`src/rtl/zc_pkg.sv`:
```
// -----------------------------------------------------------------------------
// zc_pkg
// Shared types and width helpers for the zero-count framer.
//   ZC_W / zc_t   : per-word zero count (0..32 fits in 6 bits)
//   acc_width()   : bits needed to hold a frame's total zero count
//   wc_width()    : bits needed to hold a frame's word count
//   frame_rec_t   : completed-frame record sized for the default MAX_WORDS
// -----------------------------------------------------------------------------
package zc_pkg;

   localparam int ZC_W          = 6;
   localparam int WORD_BITS     = 32;
   localparam int DEF_MAX_WORDS = 256;

   typedef logic [ZC_W-1:0] zc_t;

   // Largest possible sum is max_words * 32, so the accumulator never wraps.
   function automatic int acc_width(input int max_words);
      return $clog2(max_words * WORD_BITS + 1);
   endfunction

   function automatic int wc_width(input int max_words);
      return $clog2(max_words + 1);
   endfunction

   localparam int DEF_ACC_W = acc_width(DEF_MAX_WORDS);
   localparam int DEF_WC_W  = wc_width(DEF_MAX_WORDS);

   typedef struct packed {
      logic [DEF_ACC_W-1:0] sum;
      logic [DEF_WC_W-1:0]  words;
      logic                 sat;
   } frame_rec_t;

endpackage

```
`src/rtl/zc_rec_fifo.sv`:
```
// -----------------------------------------------------------------------------
// zc_rec_fifo
// Synchronous DEPTH-entry FIFO of frame records with a registered head.
// DEPTH must be a power of two (>= 2) so the pointers wrap naturally.
// A push into a full FIFO is accepted only when a pop happens in the same
// cycle; otherwise it is silently refused (the parent accounts for it).
// Ports:
//   clk, rst        clock, asynchronous active-low reset
//   push, push_data record to enqueue
//   pop             dequeue the head (ignored when empty)
//   head            registered front record
//   head_valid      registered "FIFO not empty"
//   full            all DEPTH entries occupied
// -----------------------------------------------------------------------------
module zc_rec_fifo
   import zc_pkg::*;
#(
   parameter int  DEPTH = 4,
   parameter type rec_t = frame_rec_t
) (
   input  logic clk,
   input  logic rst,
   input  logic push,
   input  rec_t push_data,
   input  logic pop,
   output rec_t head,
   output logic head_valid,
   output logic full
);

   localparam int PTR_W = $clog2(DEPTH);
   localparam int CNT_W = $clog2(DEPTH + 1);

   rec_t             mem [DEPTH];
   logic [PTR_W-1:0] rd_r;
   logic [PTR_W-1:0] wr_r;
   logic [CNT_W-1:0] cnt_r;
   rec_t             head_r;
   logic             head_vld_r;

   logic             pop_ok;
   logic             push_ok;
   logic [PTR_W-1:0] rd_nxt;
   logic [CNT_W-1:0] remain;
   logic [CNT_W-1:0] cnt_nxt;
   rec_t             head_nxt;

   assign full = (cnt_r == CNT_W'(DEPTH));

   always_comb begin
      pop_ok  = pop & head_vld_r;
      push_ok = push & (~full | pop_ok);
      rd_nxt  = rd_r + PTR_W'(pop_ok);
      remain  = cnt_r - CNT_W'(pop_ok);
      cnt_nxt = remain + CNT_W'(push_ok);
      // Next head: an entry already stored wins; only when nothing is left
      // after the pop does the incoming record become the head.
      if (remain != '0) begin
         head_nxt = mem[rd_nxt];
      end else if (push_ok) begin
         head_nxt = push_data;
      end else begin
         head_nxt = head_r;
      end
   end

   // Storage array carries data only and needs no reset.
   always_ff @(posedge clk) begin
      if (push_ok) begin
         mem[wr_r] <= push_data;
      end
   end

   always_ff @(posedge clk or negedge rst) begin
      if (!rst) begin
         rd_r       <= '0;
         wr_r       <= '0;
         cnt_r      <= '0;
         head_r     <= '0;
         head_vld_r <= 1'b0;
      end else begin
         rd_r       <= rd_nxt;
         wr_r       <= wr_r + PTR_W'(push_ok);
         cnt_r      <= cnt_nxt;
         head_r     <= head_nxt;
         head_vld_r <= (cnt_nxt != '0);
      end
   end

   assign head       = head_r;
   assign head_valid = head_vld_r;

endmodule

```
`src/rtl/zero_count_framer.sv`:
```
// -----------------------------------------------------------------------------
// zero_count_framer
// Accumulates per-word zero counts into per-frame records (total zeros, word
// count, over-length flag), queues them and presents them on valid/ready.
// The upstream never stalls, so records that find the queue full are dropped
// and counted.
// Ports:
//   clk, rst                      clock, asynchronous active-low reset
//   in_valid, in_y, in_last       per-word zero count stream, frame-last tag
//   out_valid, out_ready          record handshake
//   out_sum, out_words, out_sat   head record fields
//   overflow_r, drop_cnt_r        sticky drop flag, saturating drop counter
//   clr_ovf                       clears overflow_r / drop_cnt_r
// -----------------------------------------------------------------------------
module zero_count_framer
   import zc_pkg::*;
#(
   parameter  int MAX_WORDS = 256,
   parameter  int DEPTH     = 4,
   parameter  int DROP_W    = 8,
   localparam int ACC_W     = acc_width(MAX_WORDS),
   localparam int WC_W      = wc_width(MAX_WORDS)
) (
   input  logic              clk,
   input  logic              rst,
   input  logic              in_valid,
   input  logic [ZC_W-1:0]   in_y,
   input  logic              in_last,
   output logic              out_valid,
   input  logic              out_ready,
   output logic [ACC_W-1:0]  out_sum,
   output logic [WC_W-1:0]   out_words,
   output logic              out_sat,
   output logic              overflow_r,
   output logic [DROP_W-1:0] drop_cnt_r,
   input  logic              clr_ovf
);

   // Record sized for this instance's MAX_WORDS.
   typedef struct packed {
      logic [ACC_W-1:0] sum;
      logic [WC_W-1:0]  words;
      logic             sat;
   } rec_t;

   function automatic logic [DROP_W-1:0] sat_inc(input logic [DROP_W-1:0] v);
      return (&v) ? v : v + DROP_W'(1);
   endfunction

   logic [ACC_W-1:0] acc_r;
   logic [WC_W-1:0]  wc_r;
   logic             sat_r;

   logic             room;
   logic [ACC_W-1:0] nxt_sum;
   logic [WC_W-1:0]  nxt_wc;
   logic             nxt_sat;
   logic             rec_push;
   rec_t             rec_in;
   rec_t             rec_head;
   logic             fifo_full;
   logic             pop;
   logic             drop;

   // ---- Stage: per-word accumulate ---------------------------------------
   always_comb begin
      room     = (wc_r < WC_W'(MAX_WORDS));
      nxt_sum  = room ? acc_r + ACC_W'(in_y) : acc_r;
      nxt_wc   = room ? wc_r + WC_W'(1) : wc_r;
      nxt_sat  = sat_r | ~room;
      rec_push = in_valid & in_last;
      rec_in   = '{sum: nxt_sum, words: nxt_wc, sat: nxt_sat};
   end

   // Closing a frame clears the accumulator in the same cycle so the next
   // frame's first word can follow immediately.
   always_ff @(posedge clk or negedge rst) begin
      if (!rst) begin
         acc_r <= '0;
         wc_r  <= '0;
         sat_r <= 1'b0;
      end else if (in_valid) begin
         if (in_last) begin
            acc_r <= '0;
            wc_r  <= '0;
            sat_r <= 1'b0;
         end else begin
            acc_r <= nxt_sum;
            wc_r  <= nxt_wc;
            sat_r <= nxt_sat;
         end
      end
   end

   // ---- Stage: record queue ----------------------------------------------
   assign pop  = out_valid & out_ready;
   assign drop = rec_push & fifo_full & ~pop;

   zc_rec_fifo #(
      .DEPTH (DEPTH),
      .rec_t (rec_t)
   ) u_fifo (
      .clk        (clk),
      .rst        (rst),
      .push       (rec_push),
      .push_data  (rec_in),
      .pop        (pop),
      .head       (rec_head),
      .head_valid (out_valid),
      .full       (fifo_full)
   );

   // A drop coinciding with a clear restarts the count at one.
   always_ff @(posedge clk or negedge rst) begin
      if (!rst) begin
         overflow_r <= 1'b0;
         drop_cnt_r <= '0;
      end else if (drop) begin
         overflow_r <= 1'b1;
         drop_cnt_r <= clr_ovf ? DROP_W'(1) : sat_inc(drop_cnt_r);
      end else if (clr_ovf) begin
         overflow_r <= 1'b0;
         drop_cnt_r <= '0;
      end
   end

   // ---- Stage: output mapping --------------------------------------------
   assign out_sum   = rec_head.sum;
   assign out_words = rec_head.words;
   assign out_sat   = rec_head.sat;

endmodule

```
`config.mk`:
```
export PLATFORM = sky130hd
export DESIGN_NAME = zero_count_framer
export DESIGN_NICKNAME = d
export VERILOG_FILES = /design/src/rtl/zc_pkg.sv /design/src/rtl/zc_rec_fifo.sv /design/src/rtl/zero_count_framer.sv
export SDC_FILE = /design/constraint.sdc
export NUM_CORES = 1
export LEC_CHECK = 0
export CORE_AREA = 2 2 115 117
export CTS_CLUSTER_SIZE = 20
export DETAILED_ROUTE_END_ITERATION = 10
export DIE_AREA = 0 0 117 119
export PLACE_DENSITY = 0.84
export SYNTH_ARGS = -nofsm -noshare
export SYNTH_HDL_FRONTEND = slang
export SYNTH_SLANG_ARGS = --single-unit
```
`constraint.sdc`:
```
create_clock -name clk -period 4.59 [get_ports clk]
set_input_delay 0.918 -clock clk [delete_from_list [all_inputs] [get_ports clk]]
set_output_delay 0.918 -clock clk [all_outputs]
set_load 0.01 [all_outputs]
```
==> results of run 1 <==
-- area by class of cell --
type                    instances  area [um2]
flip-flops and latches        161        4510
fillers                       890        4250
multi-input cells             321        2590
repair buffers                 58         543
clock buffers                  20         437
well taps                     176         220
clock inverters                12         165
inverters                      43         161
-- worst max-delay path, cell delays in order --
cell and delay [ps]:
sky130_fd_sc_hd__clkdlybuf4s50_1 470, sky130_fd_sc_hd__ha_1 220, sky130_fd_sc_hd__inv_1 70, sky130_fd_sc_hd__fa_1 410, sky130_fd_sc_hd__and2b_2 280, sky130_fd_sc_hd__o2111ai_4 180
sky130_fd_sc_hd__a211oi_1 610, sky130_fd_sc_hd__xnor2_1 220
-- cells by family (layout without fill, tap and decap cells) --
logic type,count (synthesis),count (layout),share of synthesized area [%]
XOR/XNOR,23,23,2.74
AND/OR/NAND/NOR,149,149,10.7
AO/OA/AOI/OAI,91,91,8.82
flip-flops,161,161,61.2
buffers and inverters,71,133,3.86
multiplexers,43,43,10.0
adder cells (fa/ha/maj),15,15,2.65
-- per-stage QoR --
stage	cells	area (um2)	hold WS [ps]	utilization [%]	total power (uW)
floorplan	553	7360	472	-	3260
global placement	759	8030	504	62.3	3800
detailed placement	759	8030	509	62.3	3880
CTS	791	8630	556	67.0	5350
global route	791	8630	571	67.0	5610
finish	791	8630	548	67.0	5330
-- sequential cells by signal, indices dropped and copies added, names as in the netlist --
signal / count
sat_r: 1
u_fifo.head: 24
drop_cnt_r: 8
u_fifo.cnt_r: 3
overflow_r: 1
u_fifo.wr_r: 2
acc_r: 14
u_fifo.head_valid: 1
u_fifo.rd_r: 2
wc_r: 9
u_fifo.mem: 96
-- routing by layer --
layer / track usage (%) / share of wire [%] / vias up
met3: 5.95 / 7.0 / 42
met1: 32.9 / 39 / 2391
met2: 40.4 / 50 / 207
met5: 0 / 0 / -
li1: - / - / 2142
met4: 11.2 / 3.1 / 0
-- Yosys cell counts (5+ instances only) --
master,number
sky130_fd_sc_hd__a21oi_1,13
sky130_fd_sc_hd__buf_2,11
sky130_fd_sc_hd__clkbuf_1,14
sky130_fd_sc_hd__dfrtp_1,65
sky130_fd_sc_hd__edfxtp_1,96
sky130_fd_sc_hd__ha_1,14
sky130_fd_sc_hd__inv_1,42
sky130_fd_sc_hd__mux2_2,5
sky130_fd_sc_hd__mux2i_1,14
sky130_fd_sc_hd__mux4_2,24
sky130_fd_sc_hd__nand2_1,31
sky130_fd_sc_hd__nand2b_1,7
sky130_fd_sc_hd__nand3_1,12
sky130_fd_sc_hd__nor2_1,29
sky130_fd_sc_hd__nor2b_1,8
sky130_fd_sc_hd__nor3_1,30
sky130_fd_sc_hd__nor3b_1,6
sky130_fd_sc_hd__o21ai_0,27
sky130_fd_sc_hd__o22ai_1,20
sky130_fd_sc_hd__xnor2_1,21
-- placed cells by master (no fill, tap or decap), types with 4 or more instances in the layout --
| master | synthesis | final |
|---|---|---|
| sky130_fd_sc_hd__nor3_1 | 30 | 29 |
| sky130_fd_sc_hd__edfxtp_1 | 96 | 96 |
| sky130_fd_sc_hd__nor2_1 | 29 | 28 |
| sky130_fd_sc_hd__o22ai_1 | 20 | 20 |
| sky130_fd_sc_hd__nand3_1 | 12 | 12 |
| sky130_fd_sc_hd__nand2b_1 | 7 | 7 |
| sky130_fd_sc_hd__a2bb2oi_1 | 4 | 4 |
| sky130_fd_sc_hd__dfrtp_1 | 65 | 65 |
| sky130_fd_sc_hd__buf_4 | 1 | 13 |
| sky130_fd_sc_hd__a21oi_1 | 13 | 13 |
| sky130_fd_sc_hd__a32oi_1 | 4 | 4 |
| sky130_fd_sc_hd__mux2i_1 | 14 | 14 |
| sky130_fd_sc_hd__inv_1 | 42 | 42 |
| sky130_fd_sc_hd__o21ai_0 | 27 | 27 |
| sky130_fd_sc_hd__xnor2_1 | 21 | 21 |
| sky130_fd_sc_hd__nor2b_1 | 8 | 8 |
| sky130_fd_sc_hd__nand2_1 | 31 | 31 |
| sky130_fd_sc_hd__bufinv_16 | 0 | 4 |
| sky130_fd_sc_hd__nor3b_1 | 6 | 5 |
| sky130_fd_sc_hd__ha_1 | 14 | 14 |
| sky130_fd_sc_hd__mux2_2 | 5 | 5 |
| sky130_fd_sc_hd__clkbuf_16 | 0 | 17 |
| sky130_fd_sc_hd__clkdlybuf4s50_1 | 0 | 44 |
| sky130_fd_sc_hd__clkinv_2 | 0 | 5 |
| sky130_fd_sc_hd__mux4_2 | 24 | 24 |
-- how the worst min path moves through the flow --
stage                           endpoint  cells after the start
final                      drop_cnt_r[6]                      1
after global routing            acc_r[5]                      2
after CTS                  drop_cnt_r[6]                      1
after detailed placement           sat_r                      2
after global placement             sat_r                      2
after floorplan           u_fifo.rd_r[0]                      1
-- report_power, final --
| group | total (uW) | internal [uW] | switching [uW] |
|---|---|---|---|
| registers | 2090 | 1900 | 189 |
| clock network | 1450 | 903 | 543 |
| logic | 1790 | 820 | 972 |
==> qor.txt, run 1 <==
GLOBAL ROUTE
-------------------------------------------------------------------------------
Maximum number of pins on one net before global-route repair                 45
Global-route wire length before repair                                 25900 um
Vias in the first global route                                             4857
Initial antenna violation count                                               0
GRT Util Overall                                                          25.2%
Global route overflow                                                         0

PLACED DESIGN
-------------------------------------------------------------------------------
Post-detailed-placement half-perimeter wirelength                       9810 um
Port buffer count                                                            45
Worst slack, placed                                                      946 ps
Routability congestion estimate from global placement                     0.867

STA
-------------------------------------------------------------------------------
Unrepaired setup endpoints after global routing                              no
Layout Skew                                                             5.39 ps
TNS Setup                                                                  0 ps
Crit share post-route                                                     71.0%
Transition at the pin with the smallest max-transition slack             900 ps
Maximum clock rate                                                    0.307 GHz
Final Hold Fails                                                              0
Setup WS post-layout                                                    1330 ps
Max transition margin                                                     40.0%
Setup violators final                                                         0
Final critical delay including setup and external delays                3260 ps
Final Max Slew Viols                                                          0

WORST SETUP PATH
-------------------------------------------------------------------------------
Crit. Startpoint                                                        in_y[0]
Launch point of the worst reg-to-reg path                              acc_r[0]
Launching element type of the critical path                        primary input
Kind of capture point of the worst setup path                          register
Reg2reg end                                                        u_fifo.mem[1][22]
Endpoint of the worst setup timing path                            u_fifo.mem[1][22]
Crit Path Class                                                    primary input to register
Maximum net fanout on the critical path                                       5
Number of cell instances on the worst register-to-register path               7
Arrival time at the worst endpoint                                      3390 ps
Worst EP required                                                       4720 ps
R2r setup slk                                                           1930 ps

SYNTH
-------------------------------------------------------------------------------
Post-synthesis register bit count                                           161
Top-area cell type share of the netlist area                              39.1%
Netlist area before placement                                          7360 um2
Number of synthesized flops with an enable pin                               96
Post-synth net total                                                        580
Main synth FF type                                                 sky130_fd_sc_hd__edfxtp_1
Cell count after synthesis                                                  553
Largest area contributor in the netlist                            sky130_fd_sc_hd__edfxtp_1
Post-synth cell types                                                        63
Fraction of registers with async set/reset                                40.4%
Count of warnings emitted by yosys                                            0
Share of synthesized area occupied by flip-flops and latches              61.2%
Ranking of synthesized cells by area                               sky130_fd_sc_hd__edfxtp_1 39%, sky130_fd_sc_hd__dfrtp_1 22%, sky130_fd_sc_hd__mux4_2 7.3%
Synthesized area per cell                                              13.3 um2

DETAILED ROUTING
-------------------------------------------------------------------------------
Remaining antenna violation count                                             0
Drc violations                                                                0
Post-detailed-route via-to-cell ratio                                      6.05
Routed length per instance                                              20.5 um
Number of vias after detailed routing                                      4782
Aggregate routed wire length                                           16200 um
Length of the first detailed-routing pass in iterations                       7
Number of DRC markers after the initial detailed-route iteration            357

OUTCOME
-------------------------------------------------------------------------------
Run status                                                         finished clean

CLOCKING
-------------------------------------------------------------------------------
Number of CTS-inserted buffers                                               17
Clock sink count                                                            161
Clock slew at reported path FFs                                           60 ps
H-tree Lvls                                                                   4
TritonCTS clock tree                                                        yes
Quantity of gates resized following cts                                       0
Longest Clk Path Bufs                                                         2
Post-CTS Hold Buffers                                                         0
Cell at the root of the clock tree                                 sky130_fd_sc_hd__clkbuf_16
Count of buffers added by post-CTS timing repair for setup                    0
Clock Latency Late Sink                                                  420 ps

WORST HOLD PATH
-------------------------------------------------------------------------------
Type of the tightest min-delay check                               register to register
Start point of the worst min-delay path                            drop_cnt_r[6]

FLOORPLANNING
-------------------------------------------------------------------------------
Core area                                                             12900 um2
Die area                                                              13900 um2
Width of the die                                                         117 um
Number of placement rows                                                     42
I/O pin count                                                                46
Starting density of the core                                              57.2%
Die H                                                                    119 um

POWER
-------------------------------------------------------------------------------
Worst IR drop on VDD                                                     331 uV
Static power due to leakage                                          0.00324 uW
Power density normalized to cell area                                618 nW/um2

LAYOUT
-------------------------------------------------------------------------------
Net count reported at finish                                                629
Proportion of layout cells with a drive suffix above 1                    15.1%
Antenna diode instance count                                                  0
Layout-stage area growth over the synthesis result                        17.1%

FLOW RUN
-------------------------------------------------------------------------------
MaxCap Viol Count                                                             0

(Power assumes the default switching activity.)
==> inputs of run 2 (changes only) <==
==> constraint.sdc (replaced) <==
create_clock -name clk -period 3.3 [get_ports clk]
set_input_delay 0.66 -clock clk [delete_from_list [all_inputs] [get_ports clk]]
set_output_delay 0.66 -clock clk [all_outputs]
set_load 0.01 [all_outputs]
==> run 2 against run 1 <==
  * Worst setup slack lost 830 ps
  * Via count is essentially flat
  * Combinational power grew 44%
  * Global-route usage is essentially flat
  * Non-clock buffer count grew 7
  * Sequential cell count is the same
  * Sequential power grew 39%
  * Clock skew grew 1.3 ps
  * Routed wire length shrank 1.2%
  * First-iteration DRC count grew 25%
  * Critical endpoint is now acc_r[10]
==> qor.txt, run 2 (synthesized netlist as in run 1, its figures left out) <==
DETAILED ROUTING
-----------------------------------------------------------------------------------
Number of DRC markers after the initial detailed-route iteration                445
Length of the first detailed-routing pass in iterations                           5
Remaining antenna violation count                                                 0
Number of vias after detailed routing                                          4779
Post-detailed-route via-to-cell ratio                                          5.99
Aggregate routed wire length                                               16000 um
Routed length per instance                                                  20.1 um
Drc violations                                                                    0

FLOORPLANNING
-----------------------------------------------------------------------------------
Starting density of the core                                                  57.2%
Core area                                                                 12900 um2
Die area                                                                  13900 um2
Number of placement rows                                                         42
Die H                                                                        119 um
Width of the die                                                             117 um
I/O pin count                                                                    46

CLOCKING
-----------------------------------------------------------------------------------
Longest Clk Path Bufs                                                             2
Clock sink count                                                                161
H-tree Lvls                                                                       4
Clock slew at reported path FFs                                               60 ps
Count of buffers added by post-CTS timing repair for setup                        0
Post-CTS Hold Buffers                                                             0
Cell at the root of the clock tree                                     sky130_fd_sc_hd__clkbuf_16
Number of CTS-inserted buffers                                                   17
Clock Latency Late Sink                                                      430 ps
TritonCTS clock tree                                                            yes
Quantity of gates resized following cts                                           0

LAYOUT
-----------------------------------------------------------------------------------
Layout-stage area growth over the synthesis result                            17.4%
Top register by number of flip-flops                                     u_fifo.mem
Number of flip-flops under the largest register name                             96
Multi-input gate area in the final layout                                  2600 um2
Number of filler cells placed in the layout                                     867
Highest-count cells in the layout ignoring fill and taps               96 x sky130_fd_sc_hd__edfxtp_1, 65 x sky130_fd_sc_hd__dfrtp_1, 44 x sky130_fd_sc_hd__clkdlybuf4s50_1
Antenna diode instance count                                                      0
Proportion of layout cells with a drive suffix above 1                        15.6%
Leading cell type in the layout, fill and taps excluded                sky130_fd_sc_hd__edfxtp_1
Net count reported at finish                                                    636
Count of placed standard cells in the final layout, fillers left out            798
Storage element area                                                       4510 um2

STA
-----------------------------------------------------------------------------------
Unrepaired setup endpoints after global routing                                  no
Setup violators final                                                             0
Max transition margin                                                         45.8%
Final Hold Fails                                                                  0
TNS Setup                                                                      0 ps
Crit share post-route                                                         84.9%
Maximum clock rate                                                        0.357 GHz
Transition at the pin with the smallest max-transition slack                 812 ps
Final Max Slew Viols                                                              0
Final critical delay including setup and external delays                    2800 ps
Layout Skew                                                                 6.71 ps

WORST SETUP PATH
-----------------------------------------------------------------------------------
Worst EP required                                                           3600 ps
Kind of capture point of the worst setup path                              register
Maximum net fanout on the critical path                                           4
Worst-path cell chain                                                  clkdlybuf4s50_1, ha_1, inv_1, fa_1, and2b_2, o2111ai_4, a211oi_2, mux2i_1, o22ai_1
Worst path max stage delay                                                   460 ps
Critical Path Slowest Stage Cell                                       sky130_fd_sc_hd__clkdlybuf4s50_1
Launching element type of the critical path                            primary input
Arrival time at the worst endpoint                                          3100 ps
Crit Path Class                                                        primary input to register

PLACED DESIGN
-----------------------------------------------------------------------------------
Post-Place Cells                                                                766
Routability congestion estimate from global placement                         0.829
Port buffer count                                                                45
Post-detailed-placement half-perimeter wirelength                          10200 um

POWER
-----------------------------------------------------------------------------------
Share of total power in sequential cells                                      40.5%
Net switching power of the design                                           2380 uW
Switching Fraction                                                            33.1%
Worst IR drop on VDD                                                         449 uV
Power density normalized to cell area                                    830 nW/um2
Share of power burned in the clock network                                    23.7%
Static power due to leakage                                              0.00325 uW
P_int                                                                       4800 uW
Total chip power                                                            7180 uW
Share of power burned in combinational logic                                  35.8%

GLOBAL ROUTE
-----------------------------------------------------------------------------------
Vias in the first global route                                                 4979
Global route overflow                                                             0
Global-route wire length before repair                                     25900 um
Maximum number of pins on one net before global-route repair                     45
GRT Util Overall                                                              25.3%
Initial antenna violation count                                                   0

WORST HOLD PATH
-----------------------------------------------------------------------------------
Type of the tightest min-delay check                                   primary input to asynchronous set/reset pin

OUTCOME
-----------------------------------------------------------------------------------
Run status                                                             finished clean

FLOW RUN
-----------------------------------------------------------------------------------
MaxCap Viol Count                                                                 0

run 2: changes by cell type in the layout (fill, tap and decap cells not counted), moves of 2 or more:
cell	change
sky130_fd_sc_hd__clkbuf_1	-2
sky130_fd_sc_hd__bufinv_16	-4
sky130_fd_sc_hd__clkinv_1	+5
sky130_fd_sc_hd__buf_12	+4
sky130_fd_sc_hd__buf_4	+3
run 2: path summary, 6_finish.rpt:
path	start	endpoint	slack, ps	depth (start not counted)
min reg2reg	overflow_r	overflow_r	530	2
max reg2reg	acc_r[0]	acc_r[10]	790	8
min in group clk	overflow_r	overflow_r	530	2
max in group asynchronous	rst	acc_r[12]	2380	2
min	rst	u_fifo.head[13]	280	1
max	in_y[0]	acc_r[10]	500	9
run 2: cell type report:
cell class / instances / area share, %
inverter: 43 / 1.87
timing repair buffer: 65 / 7.47
tap: 176 / 2.55
multi-input combinational: 321 / 30.1
clock inverter: 14 / 0.868
clock buffer: 18 / 4.96
sequential: 161 / 52.2
run 2: stage by stage:
step | setup slack (ps) | hold WS (ps) | area [um2] | utilization (%)
finish | 497 | 278 | 8640 | 67.1
global route | 384 | 337 | 8640 | 67.1
CTS | 524 | 293 | 8640 | 67.1
detailed placement | 87.7 | 506 | 8140 | 63.2
global placement | 128 | 506 | 8140 | 63.2
floorplan | 321 | 364 | 7370 | -
run 2: power by group through the flow:
stage,logic [uW],clock network [uW],registers [uW]
2_1_floorplan,1600,0,2940
3_3_place_gp,2470,0,2910
3_5_place_dp,2560,0,2940
4_1_cts,2600,1720,2910
5_1_grt,2810,1790,2950
6_report,2570,1700,2910
run 2: worst max-delay path: cells and delay by family:
family,cells,cell delay [ps]
AOI/OAI and AO/OA,3,740
adders and majority gates,2,600
buffers and inverters,2,530
muxes,1,290
and+or+nand+nor,1,270
run 2: routing by layer:
| metal | wire, um | global-route usage [%] |
|---|---|---|
| met4 | 292 | 11.9 |
| met5 | 0 | 0 |
| met1 | 6530 | 33.8 |
| met3 | 1120 | 6.26 |
| met2 | 8080 | 39.1 |
